**config.mk**
```make
export PLATFORM = sky130hd
export DESIGN_NAME = dm_cache_flat
export DESIGN_NICKNAME = d
export VERILOG_FILES = /design/src/rtl/dm_cache_pkg.sv /design/src/rtl/dm_cache_if.sv /design/src/rtl/dm_cache_array.sv /design/src/rtl/dm_cache.sv /design/src/flat_wrapper.sv
export SDC_FILE = /design/constraint.sdc
export NUM_CORES = 2
export LEC_CHECK = 0
export BUFFER_PORTS_ARGS = -buffer_cell sky130_fd_sc_hd__buf_4
export CAP_MARGIN = 20
export CORE_ASPECT_RATIO = 1.1
export CORE_MARGIN = 3
export CORE_UTILIZATION = 57
export DETAILED_ROUTE_END_ITERATION = 10
export PLACE_DENSITY = 0.73
export SKIP_CTS_REPAIR_TIMING = 1
export SYNTH_ARGS = -nofsm -noshare
export SYNTH_HDL_FRONTEND = slang
export SYNTH_HIERARCHICAL = 1
export SYNTH_SLANG_ARGS = --single-unit
export TNS_END_PERCENT = 5
```
**constraint.sdc**
```tcl
create_clock -name clk -period 7.65 [get_ports clk]
set_clock_uncertainty 0.05 [all_clocks]
set_input_delay 0.3825 -clock clk [delete_from_list [all_inputs] [get_ports clk]]
set_output_delay 0.3825 -clock clk [all_outputs]
set_load 0.1 [all_outputs]
```
**src/rtl/dm_cache_pkg.sv**
```systemverilog
// Shared types and helpers for the direct-mapped write-through word cache.
package dm_cache_pkg;

  localparam int unsigned LINES_DEF     = 64;
  localparam int unsigned MEM_WORDS_DEF = 32768;

  typedef enum logic [2:0] {
    S_IDLE   = 3'd0,
    S_FILL   = 3'd1,
    S_WRITE  = 3'd2,
    S_BYPASS = 3'd3,
    S_RESP   = 3'd4
  } state_e;

  function automatic int unsigned idx_width(input int unsigned lines);
    return $clog2(lines);
  endfunction

  function automatic int unsigned tag_width(input int unsigned lines);
    return 32 - 2 - $clog2(lines);
  endfunction

  function automatic logic [31:0] merge_bytes(input logic [31:0] old_w,
                                              input logic [31:0] new_w,
                                              input logic [3:0]  mask);
    logic [31:0] res;
    res = old_w;
    for (int b = 0; b < 4; b++) begin
      if (mask[b]) begin
        res[8*b +: 8] = new_w[8*b +: 8];
      end
    end
    return res;
  endfunction

endpackage

```
**src/rtl/dm_cache_if.sv**
```systemverilog
// picorv32-style native memory bus; used for both the CPU side and the memory side.
interface dm_cache_if;
  logic        valid;
  logic [31:0] addr;
  logic [31:0] wdata;
  logic [3:0]  wstrb;
  logic        ready;
  logic [31:0] rdata;

  modport master (output valid, addr, wdata, wstrb, input  ready, rdata);
  modport slave  (input  valid, addr, wdata, wstrb, output ready, rdata);
endinterface

```
**src/rtl/dm_cache_array.sv**
```systemverilog
// Tag/valid/data storage: combinational lookup, byte-masked synchronous write,
// valid bits cleared asynchronously by reset and synchronously by clr_i.
module dm_cache_array
  import dm_cache_pkg::*;
#(
  parameter  int unsigned LINES = LINES_DEF,
  localparam int unsigned IDX   = idx_width(LINES),
  localparam int unsigned TAG_W = tag_width(LINES)
) (
  input  logic             clk,
  input  logic             rst,
  input  logic             clr_i,
  input  logic [IDX-1:0]   rd_idx_i,
  output logic             rd_valid_o,
  output logic [TAG_W-1:0] rd_tag_o,
  output logic [31:0]      rd_data_o,
  input  logic             wr_en_i,
  input  logic             wr_fill_i,
  input  logic [IDX-1:0]   wr_idx_i,
  input  logic [TAG_W-1:0] wr_tag_i,
  input  logic [31:0]      wr_data_i,
  input  logic [3:0]       wr_mask_i
);

  logic [LINES-1:0] valid_q;
  logic [TAG_W-1:0] tag_q  [LINES];
  logic [31:0]      data_q [LINES];

  // A clear wins over a fill landing on the same edge.
  always_ff @(posedge clk or posedge rst) begin
    if (rst) begin
      valid_q <= '0;
    end else if (clr_i) begin
      valid_q <= '0;
    end else if (wr_en_i && wr_fill_i) begin
      valid_q[wr_idx_i] <= 1'b1;
    end
  end

  always_ff @(posedge clk) begin
    if (wr_en_i) begin
      data_q[wr_idx_i] <= merge_bytes(data_q[wr_idx_i], wr_data_i, wr_mask_i);
      if (wr_fill_i) begin
        tag_q[wr_idx_i] <= wr_tag_i;
      end
    end
  end

  assign rd_valid_o = valid_q[rd_idx_i];
  assign rd_tag_o   = tag_q[rd_idx_i];
  assign rd_data_o  = data_q[rd_idx_i];

endmodule

```
**src/rtl/dm_cache.sv**
```systemverilog
// Direct-mapped, write-through, no-write-allocate word cache for the picorv32 bus.
// Optional read hit/miss counters are built when CACHE_STATS_EN is defined.
module dm_cache
  import dm_cache_pkg::*;
#(
  parameter int unsigned LINES     = LINES_DEF,
  parameter int unsigned MEM_WORDS = MEM_WORDS_DEF
) (
  input  logic        clk,
  input  logic        reset,
  input  logic        flush,
  dm_cache_if.slave   cpu,
  dm_cache_if.master  mem,
  output logic [31:0] hit_count,
  output logic [31:0] miss_count
);

  localparam int unsigned IDX   = idx_width(LINES);
  localparam int unsigned TAG_W = tag_width(LINES);

  state_e           state_q;
  logic [IDX-1:0]   req_idx_q;
  logic [TAG_W-1:0] req_tag_q;
  logic             m_valid_q;
  logic [31:0]      m_addr_q;
  logic [31:0]      m_wdata_q;
  logic [3:0]       m_wstrb_q;
  logic             mem_ready_q;
  logic [31:0]      mem_rdata_q;
  logic             flush_pend_q;

  logic [IDX-1:0]   cpu_idx_s;
  logic [TAG_W-1:0] cpu_tag_s;
  logic [IDX-1:0]   lk_idx_s;
  logic [TAG_W-1:0] lk_tag_s;
  logic             lk_valid_s;
  logic [TAG_W-1:0] lk_rtag_s;
  logic [31:0]      lk_data_s;
  logic             hit_s;
  logic             is_write_s;
  logic             cacheable_s;
  logic             clear_s;
  logic             accept_s;
  logic             read_hit_s;
  logic             read_miss_s;
  logic             m_done_s;
  logic             wr_en_s;
  logic             wr_fill_s;
  logic [31:0]      wr_data_s;
  logic [3:0]       wr_mask_s;
  logic             unused_addr_lsb_s;

  assign cpu_idx_s         = cpu.addr[IDX+1:2];
  assign cpu_tag_s         = cpu.addr[31:IDX+2];
  assign unused_addr_lsb_s = ^cpu.addr[1:0];

  // In IDLE the lookup serves the incoming request, otherwise the captured one.
  always_comb begin
    lk_idx_s = req_idx_q;
    lk_tag_s = req_tag_q;
    if (state_q == S_IDLE) begin
      lk_idx_s = cpu_idx_s;
      lk_tag_s = cpu_tag_s;
    end else begin
      lk_idx_s = req_idx_q;
      lk_tag_s = req_tag_q;
    end
  end

  assign hit_s       = lk_valid_s && (lk_rtag_s == lk_tag_s);
  assign is_write_s  = (cpu.wstrb != 4'b0000);
  assign cacheable_s = ({2'b00, cpu.addr[31:2]} < 32'(MEM_WORDS));
  assign clear_s     = (state_q == S_IDLE) && (flush || flush_pend_q);
  assign accept_s    = (state_q == S_IDLE) && !clear_s && cpu.valid && !mem_ready_q;
  assign read_hit_s  = accept_s && !is_write_s && cacheable_s && hit_s;
  assign read_miss_s = accept_s && !is_write_s && cacheable_s && !hit_s;
  assign m_done_s    = m_valid_q && mem.ready;

  // Fills write the whole line; write hits merge only the strobed bytes.
  always_comb begin
    wr_en_s   = 1'b0;
    wr_fill_s = 1'b0;
    wr_data_s = m_wdata_q;
    wr_mask_s = m_wstrb_q;
    if (m_done_s && (state_q == S_FILL)) begin
      wr_en_s   = 1'b1;
      wr_fill_s = 1'b1;
      wr_data_s = mem.rdata;
      wr_mask_s = 4'b1111;
    end else if (m_done_s && (state_q == S_WRITE) && hit_s) begin
      wr_en_s   = 1'b1;
      wr_fill_s = 1'b0;
      wr_data_s = m_wdata_q;
      wr_mask_s = m_wstrb_q;
    end else begin
      wr_en_s   = 1'b0;
      wr_fill_s = 1'b0;
    end
  end

  dm_cache_array #(.LINES(LINES)) u_array (
    .clk        (clk),
    .rst        (reset),
    .clr_i      (clear_s),
    .rd_idx_i   (lk_idx_s),
    .rd_valid_o (lk_valid_s),
    .rd_tag_o   (lk_rtag_s),
    .rd_data_o  (lk_data_s),
    .wr_en_i    (wr_en_s),
    .wr_fill_i  (wr_fill_s),
    .wr_idx_i   (req_idx_q),
    .wr_tag_i   (req_tag_q),
    .wr_data_i  (wr_data_s),
    .wr_mask_i  (wr_mask_s)
  );

  always_ff @(posedge clk or posedge reset) begin
    if (reset) begin
      state_q      <= S_IDLE;
      req_idx_q    <= '0;
      req_tag_q    <= '0;
      m_valid_q    <= 1'b0;
      m_addr_q     <= 32'h0000_0000;
      m_wdata_q    <= 32'h0000_0000;
      m_wstrb_q    <= 4'b0000;
      mem_ready_q  <= 1'b0;
      mem_rdata_q  <= 32'h0000_0000;
      flush_pend_q <= 1'b0;
    end else begin
      case (state_q)
        S_IDLE: begin
          if (clear_s) begin
            flush_pend_q <= 1'b0;
          end else if (accept_s) begin
            req_idx_q <= cpu_idx_s;
            req_tag_q <= cpu_tag_s;
            if (read_hit_s) begin
              mem_rdata_q <= lk_data_s;
              mem_ready_q <= 1'b1;
              state_q     <= S_RESP;
            end else begin
              m_valid_q <= 1'b1;
              m_addr_q  <= {cpu.addr[31:2], 2'b00};
              m_wdata_q <= cpu.wdata;
              m_wstrb_q <= cpu.wstrb;
              state_q   <= is_write_s ? S_WRITE : (cacheable_s ? S_FILL : S_BYPASS);
            end
          end
        end
        S_FILL, S_WRITE, S_BYPASS: begin
          if (flush) begin
            flush_pend_q <= 1'b1;
          end
          if (m_done_s) begin
            m_valid_q   <= 1'b0;
            mem_ready_q <= 1'b1;
            if (state_q != S_WRITE) begin
              mem_rdata_q <= mem.rdata;
            end
            state_q <= S_RESP;
          end
        end
        S_RESP: begin
          mem_ready_q <= 1'b0;
          if (flush) begin
            flush_pend_q <= 1'b1;
          end
          state_q <= S_IDLE;
        end
        default: begin
          state_q     <= S_IDLE;
          m_valid_q   <= 1'b0;
          mem_ready_q <= 1'b0;
        end
      endcase
    end
  end

  assign cpu.ready = mem_ready_q;
  assign cpu.rdata = mem_rdata_q;
  assign mem.valid = m_valid_q;
  assign mem.addr  = m_addr_q;
  assign mem.wdata = m_wdata_q;
  assign mem.wstrb = m_wstrb_q;

`ifdef CACHE_STATS_EN
  logic [31:0] hit_cnt_q;
  logic [31:0] miss_cnt_q;

  always_ff @(posedge clk or posedge reset) begin
    if (reset) begin
      hit_cnt_q  <= 32'h0000_0000;
      miss_cnt_q <= 32'h0000_0000;
    end else begin
      if (read_hit_s) begin
        hit_cnt_q <= hit_cnt_q + 32'h0000_0001;
      end
      if (read_miss_s) begin
        miss_cnt_q <= miss_cnt_q + 32'h0000_0001;
      end
    end
  end

  assign hit_count  = hit_cnt_q;
  assign miss_count = miss_cnt_q;
`else
  logic unused_stats_s;
  assign unused_stats_s = read_miss_s;
  assign hit_count      = 32'h0000_0000;
  assign miss_count     = 32'h0000_0000;
`endif

endmodule

```
**src/flat_wrapper.sv**
```systemverilog
// flat-port wrapper written by rule: the top's interface ports become plain ports
module dm_cache_flat import dm_cache_pkg::*;
#(
  parameter int unsigned LINES     = LINES_DEF,
  parameter int unsigned MEM_WORDS = MEM_WORDS_DEF
)
  (clk, reset, flush, hit_count, miss_count, cpu_valid, cpu_addr, cpu_wdata, cpu_wstrb, cpu_ready, cpu_rdata, mem_valid, mem_addr, mem_wdata, mem_wstrb, mem_ready, mem_rdata);
  dm_cache_if cpu_i ();
  dm_cache_if mem_i ();
  input  logic clk;
  input  logic reset;
  input  logic flush;
  output logic [31:0] hit_count;
  output logic [31:0] miss_count;
  input wire logic [$bits(cpu_i.valid)-1:0] cpu_valid;
  input wire logic [$bits(cpu_i.addr)-1:0] cpu_addr;
  input wire logic [$bits(cpu_i.wdata)-1:0] cpu_wdata;
  input wire logic [$bits(cpu_i.wstrb)-1:0] cpu_wstrb;
  output wire logic [$bits(cpu_i.ready)-1:0] cpu_ready;
  output wire logic [$bits(cpu_i.rdata)-1:0] cpu_rdata;
  output wire logic [$bits(mem_i.valid)-1:0] mem_valid;
  output wire logic [$bits(mem_i.addr)-1:0] mem_addr;
  output wire logic [$bits(mem_i.wdata)-1:0] mem_wdata;
  output wire logic [$bits(mem_i.wstrb)-1:0] mem_wstrb;
  input wire logic [$bits(mem_i.ready)-1:0] mem_ready;
  input wire logic [$bits(mem_i.rdata)-1:0] mem_rdata;
  assign cpu_i.valid = cpu_valid;
  assign cpu_i.addr = cpu_addr;
  assign cpu_i.wdata = cpu_wdata;
  assign cpu_i.wstrb = cpu_wstrb;
  assign cpu_ready = cpu_i.ready;
  assign cpu_rdata = cpu_i.rdata;
  assign mem_valid = mem_i.valid;
  assign mem_addr = mem_i.addr;
  assign mem_wdata = mem_i.wdata;
  assign mem_wstrb = mem_i.wstrb;
  assign mem_i.ready = mem_ready;
  assign mem_i.rdata = mem_rdata;
  dm_cache #(.LINES(LINES), .MEM_WORDS(MEM_WORDS)) u_core (.clk(clk), .reset(reset), .flush(flush), .cpu(cpu_i), .mem(mem_i), .hit_count(hit_count), .miss_count(miss_count));
endmodule
```
==> results.toml <==
[status]
outcome = "finished with violations"
violations = "DRC, hold timing"

[die]
fp.dieW_um = 491
die_area_sq_um = 265000
start_util_pct = 57.4
core_area_sq_um = 257000
ioPinCount = 271
row_count = 195
die_h_um = 540

[clocking]
cts_tree = "built"
clock_sinks = 3782
htree_levels = 5
worst_skew_pair.late_latency_ns = 0.93
cts_buffers = 363
clockBufferDepth = 4
clk_pin_slew_ns = 0.06
ctsRootBufferMaster = "clkbuf_16"

[route]
remaining_drc_errors = 3
wire_per_inst_um = 34.9
firstDrtPassIters = 9
routed_wl_um = 414000
vias = 79600
via_per_inst = 6.70
ant_nets = 0
drt_iter0_markers = 10900

[sta]
fin_crit_sh_pct = 97.8
holdWs_ns = -0.0205
worst_pin_slew_ns = 1.24
slew_headroom_pct = 17.2
max_freq_mhz = 134
rsz0062_at_grt = "false"
finalSetupTns_ns = 0
setup_violations = 0
min_period_ns = 7.48
report.final.slew_viol_count = 0
hold_viol_final = 2
fin_ws_ns = 0.169

[grt]
overflow = 0
grt_pass1_vias = 78900
grt_pass1_wl_um = 583000
grt_max_degree = 119
grt.total_usage_pct = 31.0
antenna_found_initial = 23

[pwr]
p_switching_mw = 24.9
p_per_area_nw_per_um2 = 404
power_frac_seq_pct = 38.2
finalPower_mw = 68.8
switching_share_pct = 36.2
vdd_drop_max_mv = 0.514
power_leakage_nw = 55.1
p_clk_share_pct = 25.3
p_int_mw = 43.9
power_frac_comb_pct = 36.5

[worst_setup_path]
worstPathRequired_ns = 8.13
cp_data_arrival_time_ns = 7.96
reg2reg_to = "u_core/u_array/tag_q[43][19]"
r2r_setup_slack_ns = 0.17
r2r-start = "u_core/state_q[2]"
critPathKind = "reg2reg"
start_kind = "register"
critPathLaunch = "u_core/state_q[2]"
crit_fanout = 41
cp-endpoint = "u_core/u_array/tag_q[43][19]"
endpoint_kind = "register"
rr_worst_depth = 22

[cells_and_area]
multi_input_area_sq_um = 33100
mostFrequentLayoutCells = "edfxtp_1 (3584), mux4_2 (852), buf_4 (689)"
final_common_cell = "edfxtp_1"
drive_above_1_share_pct = 28.9
area_growth_pct = 15.2
nFillCells = 16200
fin_nets = 8230
seq_area_sq_um = 113000

[yosys]
synth_top_family_by_area = "multiplexers"
ys_seq_area_share_pct = 76.2
synth.top_cell.area_share_pct = 72.9
yosys.area_share.simple_pct = 3.97
synth-adder-area-share_pct = 0
synth_seq_cells = 3782
async_flop_share_pct = 5.24
muxShareOfSynthArea_pct = 15.0
ys.flop_type = "edfxtp_1"
yosysWarnings = 6
synth-edff-count = 3584
syn_inst = 7312
syn_area_sq_um = 148000
yosys-top-cells-area = "edfxtp_1 (73%), mux4_2 (13%), dfrtp_1 (3.4%)"
synth-xor-area-share_pct = 0.0949
synth_area_per_cell_sq_um = 20.2
synth_compound_area_share_pct = 2.77
synth_cell_types = 68
synth_top_area_cell = "edfxtp_1"

[place]
pre_cts_ws_ns = 0.0229
io_buffers = 202
hpwl_um = 254000
gp_congestion = 0.906

[hold_path]
holdPathStages = 4
min-delay-path-class = "in2reg"

[flow_run]
cap_violations = 0
[state kept, by name, indices dropped and copies added (netlist names)]
register                flops
u_core/u_array/data_q    2048
u_core/u_array/tag_q     1536
u_core/u_array/valid_q     64
u_core/cpu.rdata           32
u_core/mem.wdata           32
u_core/mem.addr            30
u_core/req_tag_q           24
u_core/req_idx_q            6
u_core/mem.wstrb            4
u_core/state_q              3
u_core/cpu.ready            1
u_core/flush_pend_q         1
u_core/mem.valid            1
[worst max-delay path, stage by stage (launching register included)]
cell and delay [ns]:
dfrtp_1 0.53, or3_1 0.57, buf_4 0.30, nand2_1 0.12
nand2_1 0.36, nor2b_4 0.34, nand2_2 0.34, buf_4 0.27
o221ai_1 0.14, o22ai_1 0.60, and3_1 0.34, nor2b_1 0.07
a2111o_1 0.33, a2bb2oi_1 0.37, and4_2 0.41, and2_2 0.24
nand4b_1 0.12, a211oi_2 0.44, buf_12 0.22, nand2_4 0.08
buf_12 0.23, nor2_2 0.18, buf_4 0.42
[Yosys cell counts (all sizes together), types with 10 or more instances]
cell type / count
inv: 32
nor3: 10
nor2b: 40
mux4: 852
mux2i: 156
a221oi: 17
buf: 325
nand3: 104
nor2: 487
nor4: 11
clkbuf: 190
o221ai: 100
nand2b: 15
o22ai: 138
and2: 13
or2: 10
o21ai: 42
a22oi: 102
mux2: 119
a21oi: 46
o2bb2ai: 34
nor3b: 12
dfrtp: 198
xor2: 11
nand2: 342
nand4: 132
and3: 75
a211oi: 35
edfxtp: 3584
a31oi: 16
[logic make-up after synthesis]
group / count (synthesis)
xor+xnor: 16
other cells: 1
buf+inv: 548
simple gates: 1273
mux: 1127
compound gates: 565
flops: 3782
[metrics by stage]
stage	std cells	area (sq um)	hold WS (ns)	utilization (%)
after floorplan	7377	148000	0.407	-
after global placement	11100	157000	0.421	61.1
after detailed placement	11100	157000	0.434	61.1
after CTS	11800	169000	-0.487	65.6
after global routing	11900	170000	0.00391	66.1
final	11900	170000	-0.0205	66.1
[layout make-up]
type / count / area share, %
flip-flops and latches: 3782 / 66.2
multi-input cells: 3047 / 19.5
clock buffers: 480 / 5.83
repair buffers: 898 / 4.97
well taps: 3447 / 2.54
clock inverters: 178 / 0.900
inverters: 33 / 0.0772
diodes: 15 / 0.0221
[how the worst min path moves through the flow]
stage,from,to
5_1_grt,cpu_addr[28],u_core/req_tag_q[20]
4_1_cts,reset,u_core/mem.addr[31]
6_report,mem_rdata[1],u_core/cpu.rdata[1]
3_5_place_dp,u_core/u_array/valid_q[14],u_core/u_array/valid_q[14]
3_3_place_gp,u_core/u_array/valid_q[53],u_core/u_array/valid_q[53]
2_1_floorplan,u_core/u_array/valid_q[37],u_core/u_array/valid_q[37]
[layer usage]
metal  global-route usage, %  share of wire, %  vias up
met5                       0             0.015        -
met4                    18.4               7.5        8
met3                    8.77                12     1081
met2                    47.8                47     5561
met1                    39.7                33    41400
li1                        -                 -    31600
[power groups by stage]
stage          Clock [mW]  Sequential (mW)  Combinational (mW)
2_1_floorplan           0             29.0                13.1
6_report             17.4             26.3                25.1
3_5_place_dp            0             26.8                24.2
4_1_cts              17.6             26.4                24.3
3_3_place_gp            0             26.8                23.7
5_1_grt              18.4             26.3                25.9
(Power assumes the default switching activity.)
